===== src/rtl/dmem_access_ctrl_if.sv =====
// Data-memory request/response bus between the MEM-stage access controller
// and the data memory (or its arbiter).
//
//   dmem_req    controller -> memory  request valid, held until dmem_gnt
//   dmem_we     controller -> memory  1 = store, 0 = load
//   dmem_addr   controller -> memory  word-aligned byte address
//   dmem_wdata  controller -> memory  store data, already replicated onto lanes
//   dmem_be     controller -> memory  byte-lane enables
//   dmem_gnt    memory -> controller  request accepted this cycle
//   dmem_rvalid memory -> controller  load data valid this cycle
//   dmem_rdata  memory -> controller  raw 32-bit load word
interface dmem_access_ctrl_if;
    logic        dmem_req;
    logic        dmem_we;
    logic [31:0] dmem_addr;
    logic [31:0] dmem_wdata;
    logic [3:0]  dmem_be;
    logic        dmem_gnt;
    logic        dmem_rvalid;
    logic [31:0] dmem_rdata;

    modport master (
        output dmem_req, dmem_we, dmem_addr, dmem_wdata, dmem_be,
        input  dmem_gnt, dmem_rvalid, dmem_rdata
    );

    modport slave (
        input  dmem_req, dmem_we, dmem_addr, dmem_wdata, dmem_be,
        output dmem_gnt, dmem_rvalid, dmem_rdata
    );
endinterface


===== src/rtl/dmem_access_ctrl.sv =====
// MEM-stage data-memory access controller.
// Turns a load/store sitting in the MEM stage into a request on the
// data-memory bus, stalls the pipeline until the access completes, formats
// load data and flags misaligned accesses and bus timeouts.
//
// Ports:
//   clk, reset   pipeline clock, asynchronous active-high reset
//   MemWriteM    store in MEM stage
//   ResultSrcM   2'b01 = load in MEM stage
//   Funct3M      access size/sign (LB/LH/LW/LBU/LHU, SB/SH/SW)
//   ALUResultM   effective byte address
//   WriteDataM   store data
//   bus          data-memory bus (master side)
//   StallMem     freeze the front of the pipeline while an access is pending
//   ReadDataM    formatted load data, valid in the DONE cycle
//   MisalignM    one-cycle pulse for a misaligned access (no bus request made)
//   BusErr       sticky flag: a request or response timed out
module dmem_access_ctrl (
    input  logic                      clk,
    input  logic                      reset,
    input  logic                      MemWriteM,
    input  logic [1:0]                ResultSrcM,
    input  logic [2:0]                Funct3M,
    input  logic [31:0]               ALUResultM,
    input  logic [31:0]               WriteDataM,
    dmem_access_ctrl_if.master        bus,
    output logic                      StallMem,
    output logic [31:0]               ReadDataM,
    output logic                      MisalignM,
    output logic                      BusErr
);

    typedef enum logic [1:0] {
        IDLE   = 2'd0,
        REQ    = 2'd1,
        WAIT_R = 2'd2,
        DONE   = 2'd3
    } state_t;

    state_t      state_reg, state_next;

    logic        req_reg;
    logic        we_reg;
    logic [31:0] addr_reg;
    logic [31:0] wdata_reg;
    logic [3:0]  be_reg;
    logic [2:0]  funct3_reg;
    logic [1:0]  offset_reg;
    logic [7:0]  wait_cnt_reg;
    logic [31:0] read_data_reg;
    logic        bus_err_reg;

    // Decode of the op currently in MEM. A store wins over a load if both
    // are flagged.
    logic        is_load;
    logic        op_present;
    logic        size_half;
    logic        size_word;
    logic        misaligned;

    assign is_load    = (ResultSrcM == 2'b01);
    assign op_present = MemWriteM | is_load;
    assign size_half  = (Funct3M[1:0] == 2'b01);
    assign size_word  = Funct3M[1];
    assign misaligned = (size_half & ALUResultM[0]) |
                        (size_word & (ALUResultM[1:0] != 2'b00));

    // Store lane placement, computed from the live MEM-stage inputs and
    // captured when the access starts.
    logic [3:0]  be_fmt;
    logic [31:0] wdata_fmt;

    always_comb begin
        be_fmt    = 4'b1111;
        wdata_fmt = WriteDataM;
        if (Funct3M[1:0] == 2'b00) begin
            be_fmt    = 4'b0001 << ALUResultM[1:0];
            wdata_fmt = {4{WriteDataM[7:0]}};
        end else if (Funct3M[1:0] == 2'b01) begin
            be_fmt    = ALUResultM[1] ? 4'b1100 : 4'b0011;
            wdata_fmt = {2{WriteDataM[15:0]}};
        end
    end

    // Load formatting uses the size/offset captured at start, since the
    // MEM-stage inputs are only guaranteed stable while stalled.
    logic [7:0]  load_byte;
    logic [15:0] load_half;
    logic [31:0] load_fmt;

    always_comb begin
        load_byte = bus.dmem_rdata[{offset_reg, 3'b000} +: 8];
        load_half = offset_reg[1] ? bus.dmem_rdata[31:16] : bus.dmem_rdata[15:0];
        case (funct3_reg)
            3'b000:  load_fmt = {{24{load_byte[7]}}, load_byte};
            3'b001:  load_fmt = {{16{load_half[15]}}, load_half};
            3'b100:  load_fmt = {24'h000000, load_byte};
            3'b101:  load_fmt = {16'h0000, load_half};
            default: load_fmt = bus.dmem_rdata;
        endcase
    end

    logic timeout;
    logic start;
    logic capture;
    logic err_set;
    logic stall_c;
    logic misalign_c;

    assign timeout = (wait_cnt_reg == 8'hFF);

    always_comb begin
        state_next = state_reg;
        start      = 1'b0;
        capture    = 1'b0;
        err_set    = 1'b0;
        stall_c    = 1'b0;
        misalign_c = 1'b0;
        case (state_reg)
            IDLE: begin
                if (op_present) begin
                    if (misaligned) begin
                        // Let the instruction flow on; the trap logic
                        // downstream acts on the pulse.
                        misalign_c = 1'b1;
                    end else begin
                        stall_c    = 1'b1;
                        start      = 1'b1;
                        state_next = REQ;
                    end
                end
            end
            REQ: begin
                stall_c = 1'b1;
                if (bus.dmem_gnt) begin
                    state_next = we_reg ? DONE : WAIT_R;
                end else if (timeout) begin
                    err_set    = 1'b1;
                    state_next = DONE;
                end
            end
            WAIT_R: begin
                stall_c = 1'b1;
                if (bus.dmem_rvalid) begin
                    capture    = 1'b1;
                    state_next = DONE;
                end else if (timeout) begin
                    err_set    = 1'b1;
                    state_next = DONE;
                end
            end
            DONE: begin
                // Stall drops here so the op leaves MEM at this edge; the
                // IDLE that follows only sees whatever moved in behind it.
                state_next = IDLE;
            end
            default: state_next = IDLE;
        endcase
    end

    always_ff @(posedge clk or posedge reset) begin
        if (reset) begin
            state_reg     <= IDLE;
            req_reg       <= 1'b0;
            we_reg        <= 1'b0;
            addr_reg      <= 32'h0;
            wdata_reg     <= 32'h0;
            be_reg        <= 4'h0;
            funct3_reg    <= 3'b000;
            offset_reg    <= 2'b00;
            wait_cnt_reg  <= 8'h00;
            read_data_reg <= 32'h0;
            bus_err_reg   <= 1'b0;
        end else begin
            state_reg <= state_next;
            req_reg   <= (state_next == REQ);

            if (start) begin
                we_reg     <= MemWriteM;
                addr_reg   <= {ALUResultM[31:2], 2'b00};
                wdata_reg  <= wdata_fmt;
                be_reg     <= be_fmt;
                funct3_reg <= Funct3M;
                offset_reg <= ALUResultM[1:0];
            end

            // Counter restarts on every entry into a waiting state.
            if ((state_next == REQ && state_reg != REQ) ||
                (state_next == WAIT_R && state_reg != WAIT_R)) begin
                wait_cnt_reg <= 8'h00;
            end else if (state_reg == REQ || state_reg == WAIT_R) begin
                wait_cnt_reg <= wait_cnt_reg + 8'd1;
            end

            if (capture) begin
                read_data_reg <= load_fmt;
            end else if (err_set) begin
                read_data_reg <= 32'h0;
            end

            if (err_set) begin
                bus_err_reg <= 1'b1;
            end
        end
    end

    assign bus.dmem_req   = req_reg;
    assign bus.dmem_we    = we_reg;
    assign bus.dmem_addr  = addr_reg;
    assign bus.dmem_wdata = wdata_reg;
    assign bus.dmem_be    = be_reg;

    // Combinational outputs are forced low while reset is held.
    assign StallMem  = stall_c & ~reset;
    assign MisalignM = misalign_c & ~reset;
    assign ReadDataM = read_data_reg;
    assign BusErr    = bus_err_reg;

endmodule

===== src/flat_wrapper.sv =====
// flat-port wrapper written by rule: the top's interface ports become plain ports
module dmem_access_ctrl_flat 
  (clk, reset, MemWriteM, ResultSrcM, Funct3M, ALUResultM, WriteDataM, StallMem, ReadDataM, MisalignM, BusErr, bus_dmem_req, bus_dmem_we, bus_dmem_addr, bus_dmem_wdata, bus_dmem_be, bus_dmem_gnt, bus_dmem_rvalid, bus_dmem_rdata);
  dmem_access_ctrl_if bus_i ();
  input  logic clk;
  input  logic reset;
  input  logic MemWriteM;
  input  logic [1:0] ResultSrcM;
  input  logic [2:0] Funct3M;
  input  logic [31:0] ALUResultM;
  input  logic [31:0] WriteDataM;
  output logic StallMem;
  output logic [31:0] ReadDataM;
  output logic MisalignM;
  output logic BusErr;
  output wire logic [$bits(bus_i.dmem_req)-1:0] bus_dmem_req;
  output wire logic [$bits(bus_i.dmem_we)-1:0] bus_dmem_we;
  output wire logic [$bits(bus_i.dmem_addr)-1:0] bus_dmem_addr;
  output wire logic [$bits(bus_i.dmem_wdata)-1:0] bus_dmem_wdata;
  output wire logic [$bits(bus_i.dmem_be)-1:0] bus_dmem_be;
  input wire logic [$bits(bus_i.dmem_gnt)-1:0] bus_dmem_gnt;
  input wire logic [$bits(bus_i.dmem_rvalid)-1:0] bus_dmem_rvalid;
  input wire logic [$bits(bus_i.dmem_rdata)-1:0] bus_dmem_rdata;
  assign bus_dmem_req = bus_i.dmem_req;
  assign bus_dmem_we = bus_i.dmem_we;
  assign bus_dmem_addr = bus_i.dmem_addr;
  assign bus_dmem_wdata = bus_i.dmem_wdata;
  assign bus_dmem_be = bus_i.dmem_be;
  assign bus_i.dmem_gnt = bus_dmem_gnt;
  assign bus_i.dmem_rvalid = bus_dmem_rvalid;
  assign bus_i.dmem_rdata = bus_dmem_rdata;
  dmem_access_ctrl u_core (.clk(clk), .reset(reset), .MemWriteM(MemWriteM), .ResultSrcM(ResultSrcM), .Funct3M(Funct3M), .ALUResultM(ALUResultM), .WriteDataM(WriteDataM), .bus(bus_i), .StallMem(StallMem), .ReadDataM(ReadDataM), .MisalignM(MisalignM), .BusErr(BusErr));
endmodule

===== config.mk =====
export PLATFORM = sky130hd
export DESIGN_NAME = dmem_access_ctrl_flat
export DESIGN_NICKNAME = d
export VERILOG_FILES = /design/src/rtl/dmem_access_ctrl_if.sv /design/src/rtl/dmem_access_ctrl.sv /design/src/flat_wrapper.sv
export SDC_FILE = /design/constraint.sdc
export NUM_CORES = 1
export LEC_CHECK = 0
export BUFFER_PORTS_ARGS = -buffer_cell sky130_fd_sc_hd__buf_2
export CAP_MARGIN = 20
export CORE_MARGIN = 3
export CORE_UTILIZATION = 49
export CTS_CLUSTER_SIZE = 10
export DETAILED_ROUTE_END_ITERATION = 8
export PLACE_DENSITY = 0.87
export SKIP_LAST_GASP = 1
export SYNTH_ARGS = -nofsm -noshare
export SYNTH_HDL_FRONTEND = slang
export SYNTH_SLANG_ARGS = --single-unit

===== constraint.sdc =====
create_clock -name clk -period 4.15 [get_ports clk]
set_input_delay 0.6225 -clock clk [delete_from_list [all_inputs] [get_ports clk]]
set_output_delay 0.6225 -clock clk [all_outputs]
set_load 0.03 [all_outputs]

==> results.yml <==
floorplanning:
  ioPinCount: 211
  die_h_um: 112
  core_area_sq_um: 10900
  floorplan.die_area_sq_um: 12500
  die_x_um: 112
  initial_core_util_pct: 50.4
  row_count: 38
setup_path:
  cp.depth: 6
  end_kind: "output port"
  start_kind: "flip-flop"
  path_cells: "inv_1 > ha_1 > o21ai_0 > o21bai_4 > a211oi_1 > buf_2"
  critPathTopFamily: "compound AO/OA/AOI/OAI gates"
  crit_path_top_delay_cell: "dfrtp_1"
  worstSetupPathType: "flip-flop to output port"
  cp.arrival_ps: 2170
  cp.required_ps: 3530
  reg2reg_from: "u_core.offset_reg[1]"
  startpoint: "u_core.state_reg[1]"
  cpPeakStageDelay_ps: 430
  rr_worst_depth: 5
  critPathBufInv: 2
  worstPathMaxFanout: 5
power_and_ir_drop:
  p_comb_share_pct: 44.9
  p_seq_share_pct: 32.1
  power.switching_mw: 2.75
  power.density_nw_per_um2: 871
  sw_frac_of_total_pct: 43.7
  power.leakage_nw: 3.69
  clkPwrFrac_pct: 22.9
  internal_power_mw: 3.54
  peakVddDrop_uv: 502
clock_network:
  ctsResizeCount: 0
  postCtsHoldBufs: 0
  cts_setup_buffers: 0
  ctsRootBufferMaster: "clkbuf_8"
  cts_sinks: 116
  cts_tree: "yes"
  htreeDepth: 4
  insertion_delay_ps: 520
  clkTransAtPathRegs_ps: 60
  clk_path_buf_depth: 2
  cts_buffers: 17
logic_synthesis:
  synth_flop_cell: "dfrtp_1"
  ys_seq_area_share_pct: 52.9
  synth_seq_cells: 116
  ys_types: 51
  syn-cell-area_sq_um: 5490
  synth-edff-count: 0
  ys_warn_count: 0
  synthArstFlopShare_pct: 100
  avgSynthCellArea_sq_um: 10.8
  synthCells: 510
sta:
  drv_slew: 0
  fmax_ghz: 0.358
  max_slew_margin_pct: 33.7
  period_minus_slack_ps: 2790
  fin_setup_tns_ps: 0
  setup_violations: 0
  rsz0062_at_grt: "false"
  tightest_slew_ps: 994
  hold_viol: 0
  skew_ps: 8.90
  min_period_over_period_pct: 67.3
grt:
  first_global_vias: 4991
  grt_antenna_before_repair: 0
  grt_max_degree: 102
  grt-ovfl-total: 0
  grt_pass1_wl_mm: 23.5
  track_usage_pct: 23.1
layout:
  drive_gt1_share_pct: 42.4
  final_common_cell: "buf_2"
  multi_input_comb_area_sq_um: 2390
  final_core_util_pct: 66.3
  antenna_cells: 0
  final_cell_mix: "buf_2 (208), dfrtp_1 (116), nand2_1 (69)"
  syn_to_final_growth_pct: 31.5
  register_area_sq_um: 2900
  fillCellCount: 825
  finalNetCount: 824
detailed_routing:
  avgRoutedWirePerCell_um: 16.4
  vias: 4653
  route.detailed.drc: 0
  drt_wl_total_mm: 14.1
  ant_nets: 0
  dr.pass1.iters: 4
  vias_per_cell: 5.39
  drt_iter0_markers: 234
placed_design:
  gp_congestion: 0.826
  place_hpwl_mm: 10.2
  port_buffers: 208
status:
  status: "complete, no violations"
run:
  drv_cap: 0
min_path:
  hold_path_class: "primary input to async pin"
==> routing by layer <==
layer  GRT usage [%]  vias up  wire length (um)
li1                -     2173                 -
met1            26.5     2268              5470
met2            40.0      186              7240
met3            7.07       26              1130
met4            9.89        0               286
met5               0        -                 0
==> Yosys cell counts, drive strengths merged, types with 2 or more instances <==
library cell    n  share of area, %
nor2b          19               2.2
nor3           10               1.8
o31ai           2              0.27
ha              7               1.6
or3             2              0.23
a221oi         10               1.6
a21oi          13               1.4
buf            14               1.5
nand2          69               4.7
a211oi          2              0.50
o21ai          63               5.7
and3            2              0.32
nand3           3              0.27
a21o           10               1.4
xnor2           3              0.48
nand2b          2              0.27
nor2           26               1.8
a22o            2              0.32
mux2           44               9.0
inv            18               1.2
and2            3              0.34
o221ai          5              0.80
mux2i          27               4.9
clkbuf         18               1.2
nand4           3              0.34
xor2            4              0.64
dfrtp         116                53
==> worst reg2reg max path, delay by kind of cell, from the launching register on <==
family           cells  cell delay, ps
AND/OR/NAND/NOR      1             410
flip-flops           1             800
AO/OA/AOI/OAI        3             570
multiplexers         1             650
==> per-stage QoR <==
stage,std cells,setup WS (ps),hold slack [ps],cell area [sq um],power (mW)
2_1_floorplan,511,455,503,5490,4.03
3_3_place_gp,831,1290,442,6610,4.73
3_5_place_dp,831,1190,454,6610,4.87
4_1_cts,863,1340,317,7190,6.33
5_1_grt,864,1220,203,7220,6.66
6_report,864,1360,175,7220,6.29
==> layout make-up <==
| class | instances | share of cell area [%] |
|---|---|---|
| Multi-Input combinational cell | 345 | 33.1 |
| Inverter | 18 | 0.971 |
| Tap cell | 140 | 2.43 |
| Sequential cell | 116 | 40.2 |
| Clock inverter | 10 | 1.80 |
| Clock buffer | 22 | 6.27 |
| Timing Repair Buffer | 213 | 15.2 |
==> logic make-up (layout without fill, tap and decap cells) <==
family | Yosys count | in the layout | share of synthesized area, %
and+or+nand+nor | 142 | 142 | 12.7
other | 1 | 2 | 0.0683
adders and majority gates | 7 | 7 | 1.60
muxes | 72 | 72 | 14.4
AOI/OAI and AO/OA | 115 | 115 | 13.4
DFF | 116 | 116 | 52.9
buffers and inverters | 50 | 263 | 3.92
xor gates and xnor gates | 7 | 7 | 1.12
==> final timing paths <==
| check | to | slack, ps |
|---|---|---|
| min reg2reg | u_core.BusErr | 460 |
| min | u_core.bus.dmem_be[0] | 180 |
| min in group clk | u_core.bus.dmem_addr[12] | 340 |
| max | StallMem | 1360 |
| max in group asynchronous | u_core.ReadDataM[9] | 3230 |
| max reg2reg | u_core.ReadDataM[18] | 1570 |
==> power groups by stage <==
stage	combinational [mW]	clock, mW	sequential (mW)
after floorplan	1.18	0	2.85
after global placement	2.74	0	2.00
after detailed placement	2.84	0	2.03
after CTS	2.85	1.46	2.02
after global routing	3.04	1.52	2.10
final	2.83	1.44	2.02
Note: power is estimated with default switching activity, not from simulation.
